### src/rtl/mem_arb_pkg.sv
// mem_arb_pkg: FSM state type, port ids and latency-counter width shared by mem_port_arbiter.
package mem_arb_pkg;
  typedef enum logic [1:0] {IDLE, ISSUE, WAIT} state_e;
  localparam logic PORT_CPU = 1'b0;
  localparam logic PORT_DBG = 1'b1;
  // Counter is sized for the largest legal latency so every build shares one width.
  localparam int MEM_LAT_MAX = 4;
  localparam int LAT_W = $clog2(MEM_LAT_MAX + 1);
endpackage

### src/rtl/rr_arb2.sv
// rr_arb2: combinational two-way picker; the port that did not win last takes a tie unless dbg has priority.
module rr_arb2
  import mem_arb_pkg::*;
(
  input  logic [1:0] req,
  input  logic       last,
  input  logic       prio_dbg,
  output logic       valid,
  output logic       winner
);
  always_comb begin
    valid  = |req;
    winner = (req == 2'b11) ? (prio_dbg ? PORT_DBG : ~last) : req[PORT_DBG];
  end
endmodule

### src/rtl/mem_port_arbiter.sv
// mem_port_arbiter: shares one single-port data memory between the CPU and a debug/loader port.
// Define ARB_DBG_PRIO_EN to give the dbg port strict priority on ties instead of round-robin.
module mem_port_arbiter
  import mem_arb_pkg::*;
#(
  parameter int DATA_WIDTH = 32,
  parameter int ADDR_WIDTH = 32,
  parameter int MEM_LAT    = 1
) (
  input  logic                  clk,
  input  logic                  sys_rst_n,
  input  logic                  cpu_req,
  input  logic                  cpu_we,
  input  logic [ADDR_WIDTH-1:0] cpu_addr,
  input  logic [DATA_WIDTH-1:0] cpu_wdata,
  output logic                  cpu_gnt,
  output logic                  cpu_rvalid,
  output logic [DATA_WIDTH-1:0] cpu_rdata,
  input  logic                  dbg_req,
  input  logic                  dbg_we,
  input  logic [ADDR_WIDTH-1:0] dbg_addr,
  input  logic [DATA_WIDTH-1:0] dbg_wdata,
  output logic                  dbg_gnt,
  output logic                  dbg_rvalid,
  output logic [DATA_WIDTH-1:0] dbg_rdata,
  output logic                  mem_en,
  output logic                  mem_we,
  output logic [ADDR_WIDTH-1:0] mem_addr,
  output logic [DATA_WIDTH-1:0] mem_wdata,
  input  logic [DATA_WIDTH-1:0] mem_rdata
);
`ifdef ARB_DBG_PRIO_EN
  localparam logic PRIO_DBG = 1'b1;
`else
  localparam logic PRIO_DBG = 1'b0;
`endif
  state_e                state_q, state_d;
  logic [LAT_W-1:0]      cnt_q, cnt_d;
  logic                  owner_q, rr_last_q, we_q, mem_en_q, mem_we_q;
  logic [1:0]            gnt_q, rvalid_q;
  logic [ADDR_WIDTH-1:0] mem_addr_q;
  logic [DATA_WIDTH-1:0] mem_wdata_q;
  logic [DATA_WIDTH-1:0] rdata_q [2];
  logic                  arb_valid, arb_winner;

  rr_arb2 u_arb (
    .req      ({dbg_req, cpu_req}),
    .last     (rr_last_q),
    .prio_dbg (PRIO_DBG),
    .valid    (arb_valid),
    .winner   (arb_winner)
  );

  // Any unreachable encoding falls back to IDLE.
  always_comb begin
    state_d = (state_q == IDLE)  ? (arb_valid ? ISSUE : IDLE) :
              (state_q == ISSUE) ? (we_q ? IDLE : WAIT) :
              (state_q == WAIT && cnt_q != '0) ? WAIT : IDLE;
    cnt_d   = (state_q == ISSUE) ? LAT_W'(MEM_LAT - 1) :
              (state_q == WAIT && cnt_q != '0) ? cnt_q - LAT_W'(1) : cnt_q;
  end

  always_ff @(posedge clk or negedge sys_rst_n) begin
    if (!sys_rst_n) begin
      state_q     <= IDLE;
      cnt_q       <= '0;
      owner_q     <= PORT_CPU;
      rr_last_q   <= PORT_DBG;
      we_q        <= 1'b0;
      gnt_q       <= '0;
      rvalid_q    <= '0;
      mem_en_q    <= 1'b0;
      mem_we_q    <= 1'b0;
      mem_addr_q  <= '0;
      mem_wdata_q <= '0;
      rdata_q     <= '{default: '0};
    end else begin
      state_q  <= state_d;
      cnt_q    <= cnt_d;
      gnt_q    <= '0;
      rvalid_q <= '0;
      mem_en_q <= state_q == ISSUE;
      mem_we_q <= state_q == ISSUE && we_q;
      if (state_q == IDLE && arb_valid) begin
        gnt_q[arb_winner] <= 1'b1;
        owner_q           <= arb_winner;
        rr_last_q         <= arb_winner;
        we_q              <= arb_winner ? dbg_we : cpu_we;
        mem_addr_q        <= arb_winner ? dbg_addr : cpu_addr;
        mem_wdata_q       <= arb_winner ? dbg_wdata : cpu_wdata;
      end
      if (state_q == WAIT && cnt_q == '0) begin
        rvalid_q[owner_q] <= 1'b1;
        rdata_q[owner_q]  <= mem_rdata;
      end
    end
  end

  assign cpu_gnt    = gnt_q[PORT_CPU];
  assign dbg_gnt    = gnt_q[PORT_DBG];
  assign cpu_rvalid = rvalid_q[PORT_CPU];
  assign dbg_rvalid = rvalid_q[PORT_DBG];
  assign cpu_rdata  = rdata_q[PORT_CPU];
  assign dbg_rdata  = rdata_q[PORT_DBG];
  assign mem_en     = mem_en_q;
  assign mem_we     = mem_we_q;
  assign mem_addr   = mem_addr_q;
  assign mem_wdata  = mem_wdata_q;
endmodule

### config.mk
export PLATFORM = sky130hd
export DESIGN_NAME = mem_port_arbiter
export DESIGN_NICKNAME = d
export VERILOG_FILES = /design/src/rtl/mem_arb_pkg.sv /design/src/rtl/rr_arb2.sv /design/src/rtl/mem_port_arbiter.sv
export SDC_FILE = /design/constraint.sdc
export NUM_CORES = 1
export LEC_CHECK = 0
export CAP_MARGIN = 10
export CORE_MARGIN = 5
export CORE_UTILIZATION = 40
export CTS_CLUSTER_SIZE = 8
export DETAILED_ROUTE_END_ITERATION = 10
export PLACE_DENSITY = 0.9
export SKIP_CTS_REPAIR_TIMING = 1
export SLEW_MARGIN = 30
export SYNTH_ARGS = -nofsm -noshare
export SYNTH_HDL_FRONTEND = slang
export SYNTH_SLANG_ARGS = --single-unit
export TNS_END_PERCENT = 30
### constraint.sdc
create_clock -name clk -period 2.4 [get_ports clk]
set_clock_uncertainty 0.15 [all_clocks]
set_input_delay 0.48 -clock clk [delete_from_list [all_inputs] [get_ports clk]]
set_output_delay 0.48 -clock clk [all_outputs]
set_load 0.01 [all_outputs]
# [Word-level counts from Yosys, hierarchy flattened]
# Cells that the tools add are included.
[totals] reg_bits=142 word_cells=57 output_inout_bits=134 inputBits=166
[op_classes] n_eq_ne=3 n_lt_le_gt_ge=6 bitwise_logic=2 add_sub_neg=1 mux=20 reduce_logical=12
[ops] cell="$mux 32" count=3
[ops] cell="$bwmux 64" count=1
[ops] cell="$demux 32 s1" count=1
[ops] cell="$mux 2" count=6
[ops] cell="$logic_and 1x1->1" count=7
[ops] cell="$mux 3" count=2
[ops] cell="$mux 1" count=5
[ops] cell="$eq 2x2->1 const B" count=2
[ops] cell="$lt 1x2->1 const B" count=2
[ops] cell="$logic_not 3->1" count=1
[ops] cell="$reduce_bool 3->1" count=1
[ops] cell="$sub 3x1->3 const B" count=1
[ops] cell="$demux 1 s1" count=2
[ops] cell="$eq 2x1->1 const B" count=1
[ops] cell="$ge 1x1->1 const B" count=2
[ops] cell="$ge 2x2->1 const B" count=1
[ops] cell="$logic_not 2->1" count=1
[ops] cell="$lt 2x1->1 const B" count=1
[ops] cell="$not 1->2" count=1
[ops] cell="$reduce_bool 2->1" count=1
[ops] cell="$reduce_or 2->1" count=1
[ops] cell="$not 1->1" count=1

# [Depth between registers and ports, before layout]
[logic_depth] ltp_word=7 mapped_depth=6 ltp_nobuf=5

# [Modules after synthesis]
# Synthesis repeated with hierarchy kept, for this count alone.
[hier_totals] cells_unflattened=473 hier_area_um2=6097.1
[by_module_without_submodules] module="mem_port_arbiter" area_each_um2=6077.1 n_inst=1 seq_area_each_um2=3554.7 cells_per_inst=469
[by_module_without_submodules] module="rr_arb2" area_each_um2=20.0 n_inst=1 seq_area_each_um2=0.0 cells_per_inst=4

# [Least setup slack after synthesis]
# OpenSTA, ideal clock, no wires.
[synth_path] path_type="register to register" from="reg cnt_q[0]" to="reg rdata_q, in the netlist cpu_rdata[10]" arrival_time_ns=1.583 synth_period_minus_slack_ns=1.859 path_buffers=1 path_slack_ns=0.541 t_required_ns=2.125 setup_ns=0.125 stages_incl_launch_ff=7 cell_sequence="dfrtp_1 inv_1 ha_1 nand2b_1 nor4_4 buf_6 mux2_4"
[synth_via] elab_chain_cells=2
[synth_lines] element="start: declaration" line_no="mem_port_arbiter.sv:38" rtl="logic [LAT_W-1:0] cnt_q, cnt_d;"
[synth_lines] element="start signal: assignment" line_no="mem_port_arbiter.sv:79" rtl="cnt_q <= cnt_d;"
[synth_lines] element="$logic_not 3->1" line_no="mem_port_arbiter.sv:92" rtl="if (state_q == WAIT && cnt_q == '0) begin"
[synth_lines] element="$logic_and 1x1->1" line_no="mem_port_arbiter.sv:92"
[synth_lines] element="end signal: indexed assignment" line_no="mem_port_arbiter.sv:94" rtl="rdata_q[owner_q] <= mem_rdata;"
[synth_lines] element="end: declaration" line_no="mem_port_arbiter.sv:43" rtl="logic [DATA_WIDTH-1:0] rdata_q [2];"
# No other way between the ends.
# A chain may end at the register's enable or synchronous reset.

# [Worst setup path in the final report]
[layout_path] from="reg state_q[1]" to="reg mem_wdata_q[30] (netlist: mem_wdata[30])"
[layout_via] elab_chain_cells=2
[layout_lines] element="start: declaration" line_no="mem_port_arbiter.sv:37" rtl="state_e state_q, state_d;"
[layout_lines] element="start signal: assignment" line_no="mem_port_arbiter.sv:78" rtl="state_q <= state_d;"
[layout_lines] element="$logic_not 2->1" line_no="mem_port_arbiter.sv:84" rtl="if (state_q == IDLE && arb_valid) begin"
[layout_lines] element="$logic_and 1x1->1" line_no="mem_port_arbiter.sv:84"
[layout_lines] element="end signal: assignment" line_no="mem_port_arbiter.sv:90" rtl="mem_wdata_q <= arb_winner ? dbg_wdata : cpu_wdata;"
[layout_lines] element="end: declaration" line_no="mem_port_arbiter.sv:42" rtl="logic [DATA_WIDTH-1:0] mem_wdata_q;"
# No other way between the ends.

==> results_dict.tcl <==
set metrics [dict create \
    peakVddDrop_mv 0.709 \
    drt-pass1-iter-count 7 \
    cts_htree_levels 4 \
    first_global_vias 5413 \
    fin_crit_ns 2.07 \
    grt_max_degree 69 \
    rsz0062_at_grt "no" \
    dp_hpwl_um 13900 \
    min_path_type "flip-flop to flip-flop" \
    r2r_slack_ns 0.33 \
    grt_pass1_wl_um 30400 \
    hold_viol 0 \
    layout.nets 870 \
    row_count 44 \
    ant_nets 0 \
    syn_area_per_cell_um2 14.6 \
    path_class "flip-flop to flip-flop" \
    diodes 0 \
    area_growth_pct 64.0 \
    die_h_um 132 \
    io_pins 300 \
    hold_slack_ns 0.358 \
    crit_fanout 65 \
    syn_inst 412 \
    cts_tree "yes" \
    use_met2_pct 37.3 \
    startpoint_type "flip-flop" \
    core-area_um2 14600 \
    num_vias 4871 \
    power.leakage_uw 0.00413 \
    root_buffer "clkbuf_16" \
    worst_pin_slew_ns 0.727 \
    max_cap_viol_count 0 \
    setup_violations 0 \
    final_common_cell "clkdlybuf4s50_1" \
    insertion_delay_ns 0.40 \
    post_drt_wl_per_cell_um 21.5 \
    antenna_found_initial 0 \
    path_clk_slew_ns 0.06 \
    hp-start "cpu_rdata[0]" \
    cp-startpoint "state_q[1]" \
    clock-sinks 142 \
    chipWidth_um 132 \
    synthesis.area_um2 6000 \
    ys_seq_elements 142 \
    start_util_pct 41.0 \
    synth_warnings 0 \
    grt_overflow_total 0 \
    reg2reg_from "state_q[1]" \
    fmax_ghz 0.483 \
    status "finished clean" \
    cp.arrival_ns 2.20 \
    gr-usage-met1_pct 25.7 \
    synth_cell_types 30 \
    synth.net_count 580 \
    met3_usage_pct 7.02 \
    power.density_nw_per_um2 1380 \
    via_per_inst 5.42 \
    period_share_pct 86.2 \
    ys_seq_area_share_pct 59.2 \
    max-slew-margin-rel_pct 51.6 \
    wl_um 19300 \
    final_cell_mix "clkdlybuf4s50_1 (298), dfrtp_1 (141), o21a_1 (65), a221o_1 (65), mux2_2 (35)" \
    cp-end-kind "flip-flop" \
    die_area_um2 17600 \
    cts_buffers 17 \
    grt_usage_pct 21.7 \
    cts.path.max_buffers 2 \
    worst_ep_required_time_ns 2.53 \
    busiest_layer "met2" \
    drtIter0Drc 228 \
    drive_above_1_share_pct 15.5 \
    numPortBuffers 299 \
    place_congestion 0.795 \
    drc 0 \
    drv_slew 0 \
    finalPower_uw 13600 \
]
==> metrics by stage <==
stage / worst slack [ns] / util (%) / std cells / instance area (µm²) / TNS, ns
finish: 0.330 / 67.2 / 899 / 9840 / 0
global route: 0.257 / 67.2 / 899 / 9840 / 0
CTS: 0.361 / 67.1 / 898 / 9830 / 0
detailed placement: -0.0311 / 62.5 / 866 / 9160 / -0.0381
global placement: 0.0995 / 62.5 / 866 / 9160 / 0
floorplan: 0.541 / - / 412 / 6000 / 0
==> cell type report <==
class,instances,area [µm²]
fillers,975,4800
multi-input cells,226,2200
flip-flops and latches,142,3550
clock buffers,21,470
well taps,184,230
repair buffers,308,3150
inverters,7,28.8
clock inverters,11,201
==> Yosys cell counts <==
master    count  share of area [%]
a21o_1        3               0.38
a21oi_1       2               0.17
o21ai_0       3               0.25
mux2_4       29                7.3
nand4b_1      1               0.15
o22ai_1       2               0.21
a221o_1      65                 11
buf_6        10                1.9
and2_1        1               0.10
dfstp_2       1               0.44
inv_1         6               0.38
mux2_2       35                6.6
or2_1         1               0.10
and3_1        2               0.21
nand2_1       1              0.062
buf_1         7               0.44
nor2_1        2               0.13
nor3_1        1              0.083
nor4bb_1      1               0.17
o211ai_1      1               0.13
clkbuf_1     12               0.75
nand2b_1      2               0.21
nor2b_1       5               0.52
nor4_4        1               0.35
dfrtp_1     141                 59
o21a_1       65                8.1
buf_2         8               0.67
inv_4         1               0.10
a22oi_1       1               0.13
ha_1          2               0.42
==> report_power, final <==
group	total [µW]	switching, µW	internal, µW
Clock	2970	1020	1940
Sequential	4330	754	3580
Combinational	6310	2500	3810
Total	13600	4270	9330
==> sequential cells by signal, indices dropped and copies added, names as in the netlist, 2 cells and up <==
register / flops
gnt_q: 2
mem_addr: 32
rvalid_q: 2
mem_wdata: 32
cpu_rdata: 32
state_q: 2
cnt_q: 3
dbg_rdata: 32
==> critical path, stage by stage (launching register included) <==
cell	delay, ns
dfrtp_1	0.50
or2_2	0.34
buf_4	0.33
o21a_1	0.29
a221o_1	0.27
==> routing by layer <==
metal | share of wire (%) | wire, µm | vias up
met2 | 50 | 9690 | 272
li1 | - | - | 2155
met3 | 8.4 | 1620 | 25
met4 | 1.8 | 355 | 0
met1 | 40 | 7630 | 2419
met5 | 0 | 0 | -
==> worst paths after layout <==
check / cells after the start / end
max: 4 / mem_wdata[30]
min: 1 / cpu_rdata[0]
max reg2reg: 4 / mem_wdata[30]
min reg2reg: 1 / cpu_rdata[0]
max in group asynchronous: 3 / cpu_rdata[19]
min in group asynchronous: 2 / mem_addr[23]
==> kinds of logic (layout without fill, tap and decap cells) <==
family,count (synthesis),count (layout),synth area share [%]
fa+ha+maj,2,2,0.417
flops,142,142,59.2
buf+inv,44,347,4.21
simple gates,18,18,2.09
mux,64,64,13.8
compound gates,142,142,20.2
Note: power is estimated with default switching activity, not from simulation.
